`config.mk`:
```
export PLATFORM = sky130hd
export DESIGN_NAME = outport_alloc
export DESIGN_NICKNAME = d
export VERILOG_FILES = /design/src/rtl/outport_alloc.sv
export SDC_FILE = /design/constraint.sdc
export NUM_CORES = 1
export LEC_CHECK = 0
export ABC_AREA = 1
export BUFFER_PORTS_ARGS = -buffer_cell sky130_fd_sc_hd__buf_2
export CORE_MARGIN = 1.5
export CORE_UTILIZATION = 53
export CTS_CLUSTER_SIZE = 28
export DETAILED_ROUTE_END_ITERATION = 7
export GPL_TIMING_DRIVEN = 0
export PLACE_DENSITY_LB_ADDON = 0.25
export RECOVER_POWER = 50
export SYNTH_ARGS = -nofsm -noshare
export SYNTH_HDL_FRONTEND = slang
export SYNTH_SLANG_ARGS = --single-unit
```
`constraint.sdc`:
```
create_clock -name CLK -period 2.4 [get_ports CLK]
set_input_delay 0.48 -clock CLK [delete_from_list [all_inputs] [get_ports CLK]]
set_output_delay 0.48 -clock CLK [all_outputs]
set_load 0.1 [all_outputs]
```
`src/rtl/outport_alloc.sv`:
```
// Output-port allocator: round-robin wormhole lock per packet with credit-gated flit transfer.
// Optional stall watchdog enabled by defining ALLOC_WDOG_EN.
module outport_alloc #(
  parameter int unsigned NR        = 5,
  parameter int unsigned WIDTH     = $clog2(NR),
  parameter int unsigned BUF_DEPTH = 4,
  parameter int unsigned CW        = $clog2(BUF_DEPTH + 1),
  parameter int unsigned WDOG_CYC  = 64
) (
  input  logic          CLK,
  input  logic          RST,
  input  logic [NR-1:0] REQ,
  input  logic [NR-1:0] TAIL,
  input  logic          CREDIT_IN,
  output logic [NR-1:0] GRT,
  output logic          FIRE,
  output logic          LOCK,
  output logic [CW-1:0] CREDIT_CNT,
  output logic          WDOG_ERR
);

  typedef enum logic {S_IDLE, S_LOCKED} state_e;

  state_e           state_q, state_d;
  logic [NR-1:0]    grt_q, grt_d;
  logic [WIDTH-1:0] g_q, g_d;
  logic [WIDTH-1:0] ptr_q, ptr_d;
  logic             lock_q, lock_d;
  logic [CW-1:0]    cred_q, cred_d;
  logic             wdog_err_q, wdog_err_d;
  logic             fire_c, tail_g, win_vld;
  logic [WIDTH-1:0] win_idx;

  if (NR < 2 || WDOG_CYC < 1) begin : g_bad_cfg
    $error("outport_alloc: NR must be >= 2 and WDOG_CYC >= 1");
  end

  // Index base+off wrapped into 0..NR-1 (base is always < NR)
  function automatic logic [WIDTH-1:0] rr_idx(input logic [WIDTH-1:0] base,
                                              input int unsigned off);
    int unsigned s;
    s = 32'(base) + off;
    if (s >= NR) s = s - NR;
    return WIDTH'(s);
  endfunction

  assign fire_c = (|(grt_q & REQ)) && (cred_q != '0);
  assign tail_g = |(grt_q & TAIL);

  // Scan from ptr downward in reverse so the last hit is the first requester at or above ptr
  always_comb begin
    win_vld = 1'b0;
    win_idx = '0;
    for (int unsigned k = 0; k < NR; k++) begin
      if (REQ[rr_idx(ptr_q, NR - 1 - k)]) begin
        win_vld = 1'b1;
        win_idx = rr_idx(ptr_q, NR - 1 - k);
      end
    end
  end

  always_comb begin
    cred_d = cred_q;
    if (fire_c && !CREDIT_IN) begin
      cred_d = cred_q - CW'(1);
    end else if (CREDIT_IN && !fire_c && (cred_q != CW'(BUF_DEPTH))) begin
      cred_d = cred_q + CW'(1);
    end
  end

`ifdef ALLOC_WDOG_EN
  localparam int unsigned WDW = $clog2(WDOG_CYC + 1);
  logic [WDW-1:0] wdog_cnt_q, wdog_cnt_d;
`endif

  always_comb begin
    state_d    = state_q;
    grt_d      = grt_q;
    g_d        = g_q;
    ptr_d      = ptr_q;
    wdog_err_d = 1'b0;
`ifdef ALLOC_WDOG_EN
    wdog_cnt_d = '0;
`endif
    case (state_q)
      S_IDLE: begin
        if (win_vld) begin
          state_d = S_LOCKED;
          g_d     = win_idx;
          grt_d   = {{(NR-1){1'b0}}, 1'b1} << win_idx;
        end
      end
      S_LOCKED: begin
        if (fire_c && tail_g) begin
          state_d = S_IDLE;
          grt_d   = '0;
          ptr_d   = rr_idx(g_q, 1);
        end
`ifdef ALLOC_WDOG_EN
        else if (!fire_c) begin
          // Release a lock that has stalled for WDOG_CYC consecutive cycles
          if (wdog_cnt_q == WDW'(WDOG_CYC - 1)) begin
            state_d    = S_IDLE;
            grt_d      = '0;
            ptr_d      = rr_idx(g_q, 1);
            wdog_err_d = 1'b1;
          end else begin
            wdog_cnt_d = wdog_cnt_q + WDW'(1);
          end
        end
`endif
      end
      default: begin
        state_d = S_IDLE;
        grt_d   = '0;
      end
    endcase
    lock_d = (state_d == S_LOCKED);
  end

  always_ff @(posedge CLK) begin
    if (RST) begin
      state_q    <= S_IDLE;
      grt_q      <= '0;
      g_q        <= '0;
      ptr_q      <= '0;
      lock_q     <= 1'b0;
      cred_q     <= CW'(BUF_DEPTH);
      wdog_err_q <= 1'b0;
`ifdef ALLOC_WDOG_EN
      wdog_cnt_q <= '0;
`endif
    end else begin
      state_q    <= state_d;
      grt_q      <= grt_d;
      g_q        <= g_d;
      ptr_q      <= ptr_d;
      lock_q     <= lock_d;
      cred_q     <= cred_d;
      wdog_err_q <= wdog_err_d;
`ifdef ALLOC_WDOG_EN
      wdog_cnt_q <= wdog_cnt_d;
`endif
    end
  end

  assign GRT        = grt_q;
  assign FIRE       = fire_c;
  assign LOCK       = lock_q;
  assign CREDIT_CNT = cred_q;
  assign WDOG_ERR   = wdog_err_q;

endmodule
```
==> metrics.md <==
| Metric | Value |
|---|---|
| Largest net degree at the start of global routing | 11 |
| Reg2reg end | GRT[4]$_SDFFE_PP0P_ |
| Setup WS post-layout | -92.1 ps |
| Clock Latency Late Sink | 300 ps |
| DIE HEIGHT | 63.1 um |
| CP cell instances | inv_4 -> ha_4 -> inv_2 -> fa_2 -> inv_4 -> nand3_4 -> nand2_4 -> nand2_2 -> nand3_2 -> nand3_2 -> nand2_4 -> inv_4 -> nor2_4 -> nand3_4 -> a21oi_4 -> nand2_1 -> a21oi_1 |
| Crit-path leading delay family | simple AND/OR/NAND/NOR gates |
| Maximum clock frequency | 401 MHz |
| Commonest cells after routing, fill and taps aside | nand2_1 (75), inv_1 (42), nand3_1 (29) |
| CP most frequent cell | inv_4 |
| Status | finished with violations |
| Syn nets | 332 |
| MaxCap Viol Count | 0 |
| Post-route ant nets | 0 |
| Dominant synthesized flop cell | dfxtp_1 |
| Net count, final | 381 |
| Tightest hold margin | 469 ps |
| Max VDD drop | 0.352 mV |
| Layout area overhead | 34.5% |
| Setup_tns | -395 ps |
| Layout cell share with drive strength beyond 1 | 0.425 |
| Critical setup path kind | reg2reg |
| CTS tree | yes |
| Asr flop ratio synth | 0 |
| RSZ-0062 raised after global routing | true |
| Die Wd | 63.1 um |
| Max clock buf depth | 2 |
| Diodes inserted | 0 |
| CP Capture Type | flop |
| Synth warn | 0 |
| Final period util | 1.04 |
| Critical path depth | 17 |
| Clock root buffer | clkbuf_4 |
| Post-DP HPWL | 3670 um |
| Critical Path Fanout Max | 5 |
| DR iter-0 viols | 103 |
| Final Util | 0.759 |
| Netlist cell types | 39 |
| Worst Skew | 10.4 ps |
| Setup-failing EPs final | 8 |
| Critical Path Start Type | flop |
| Initial antenna violation count | 0 |
| Total CTS buffers | 3 |
| Drt drc | 0 |
| Req. time, crit path | 2620 ps |
| Placed cell areas | 0.00210 mm2 |
| Fin. Hold Viols | 0 |
| Initial DRT Pass Iterations | 4 |
| Number of synthesized flops with an enable pin | 0 |
| # port buffers | 22 |
| Final Max Tran Viols | 0 |
| Vias in the first global route | 1,905 |
| Post-Syn Area | 0.00191 mm2 |
| Total gr overflow | 0 |
| Leakage | 1.26 nW |
| Inst Count DP | 375 |
| Fin crit period | 2490 ps |
| Total core area | 0.00339 mm2 |
| Placer congestion estimate | 0.891 |
| Power per cell area | 563 mW/mm2 |
| Mapped Cells | 307 |
| Worst hold path class | reg2reg |
| GRT Overall Usage | 0.258 |
| Failing checks | negative setup slack |
| Worst rel slew slack | 0.227 |
| Clock-pin slew on the worst setup and hold paths | 100 ps |
| WL per Instance | 13.7 um |
| RR Startpoint | ptr_q[0]$_SDFFE_PP0P_ |
| Worst path slowest cell | fa_2 |
| DR vias/cell | 5.38 |
| Initial Util | 0.564 |
| Commonest non-fill, non-tap cell in the layout | nand2_1 |
| H-Tree Depth | 1 |
| Cell Count, Final, Fillers Out | 401 |
| Clk sink count | 15 |
| Sequential area share after synthesis | 0.157 |
| WP data arrival | 2710 ps |
| R2R setup slack | -90 ps |
| CP Capture Point | GRT[4]$_SDFFE_PP0P_ |
| First-pass GRT wire length | 8340 um |
| R2R cell count | 17 |
| Cts-stage hold buffer count | 0 |
| Via Count | 2,156 |
| Post-Route WL | 5500 um |
| CP max stage delay | 410 ps |
| Design area | 0.00257 mm2 |
| Critical path launch point | ptr_q[0]$_SDFFE_PP0P_ |
| Least-Margin Pin Slew | 1160 ps |
| Worst Path Buf+Inv | 4 |
| Register bit total from synthesis | 15 |
| Syn avg cell area | 6.23 um2 |
| Die footprint | 0.00398 mm2 |
| IO Pins | 24 |
| Row Count | 21 |
## per-stage QoR
stage / setup WS [ps] / power [mW]
final: -92.1 / 1.45
after floorplan: 3.43 / 1.01
after global placement: -354 / 1.14
after CTS: 6.20 / 1.33
after global routing: -228 / 1.55
after detailed placement: -372 / 1.15
## state kept, by name, indices dropped and copies added, names as in the netlist
signal,count
GRT,5
CREDIT_CNT,3
g_q,3
ptr_q,3
LOCK,1
## worst min-delay path by stage
| stage | depth (start not counted) | slack, ps | from | to |
|---|---|---|---|---|
| 6_report | 1 | 470 | CREDIT_CNT[0]$_SDFFE_PP0P_ | CREDIT_CNT[0]$_SDFFE_PP0P_ |
| 5_1_grt | 1 | 480 | CREDIT_CNT[0]$_SDFFE_PP0P_ | CREDIT_CNT[0]$_SDFFE_PP0P_ |
| 4_1_cts | 1 | 470 | CREDIT_CNT[0]$_SDFFE_PP0P_ | CREDIT_CNT[0]$_SDFFE_PP0P_ |
| 3_5_place_dp | 1 | 450 | CREDIT_CNT[0]$_SDFFE_PP0P_ | CREDIT_CNT[0]$_SDFFE_PP0P_ |
| 3_3_place_gp | 1 | 450 | CREDIT_CNT[0]$_SDFFE_PP0P_ | CREDIT_CNT[0]$_SDFFE_PP0P_ |
| 2_1_floorplan | 2 | 470 | g_q[2]$_SDFFE_PP0P_ | g_q[2]$_SDFFE_PP0P_ |
## kinds of logic after synthesis
logic type | after synthesis | share of synthesized area
compound gates | 51 | 0.175
xor+xnor | 1 | 0.00458
fa+ha+maj | 12 | 0.0863
buf+inv | 58 | 0.118
flops | 15 | 0.157
other cells | 1 | 0.00196
simple gates | 169 | 0.457
## Yosys cell counts, types with 2 or more instances
cell type | n | area, um2
nand2_1 | 89 | 334
inv_1 | 48 | 180
nand3_1 | 37 | 185
nand2_2 | 19 | 119
dfxtp_1 | 15 | 300
o21ai_0 | 15 | 75.1
a21oi_1 | 14 | 70.1
ha_1 | 10 | 125
inv_2 | 6 | 22.5
nand3_2 | 4 | 40.0
nor2_1 | 4 | 15.0
o21ai_2 | 4 | 35.0
a21oi_2 | 3 | 26.3
nand2_4 | 3 | 33.8
nand3_4 | 3 | 52.6
nor2_2 | 3 | 18.8
a211oi_1 | 2 | 15.0
a21oi_4 | 2 | 32.5
buf_4 | 2 | 15.0
fa_1 | 2 | 40.0
nand4_1 | 2 | 12.5
nor2_4 | 2 | 22.5
o21ai_1 | 2 | 10.0
## metal layers
layer | vias to the layer above | GRT usage | share of wire
met1 | 998 | 0.350 | 0.45
met3 | 8 | 0.0500 | 0.047
met4 | 0 | 0.0500 | 0.0069
li1 | 1084 | - | -
met2 | 66 | 0.424 | 0.50
met5 | - | 0 | 0
## timing repair
action | CTS | global route
endpoints found under the setup margin | 9 | 9
buffers inserted | 10 | 13
gates resized for setup | 23 | 54
pin swaps | 7 | 36
endpoints found under the hold margin | 0 | 0
## layout make-up
| class | count | area [um2] |
|---|---|---|
| inverter | 54 | 216 |
| sequential | 15 | 334 |
| buffer | 3 | 18.8 |
| multi-input combinational | 234 | 1640 |
| fill | 247 | 816 |
| clock inverter | 1 | 5.00 |
| clock buffer | 3 | 22.5 |
| timing repair buffer | 45 | 279 |
| tap | 46 | 57.6 |
## report_power, final
part / switching [mW] / total [mW] / internal (mW) / leakage [nW]
clock network: 0.0921 / 0.154 / 0.0621 / 0.0177
logic: 0.680 / 0.968 / 0.288 / 1.12
registers: 0.0370 / 0.326 / 0.289 / 0.129
Note: power is estimated with default switching activity, not from simulation.
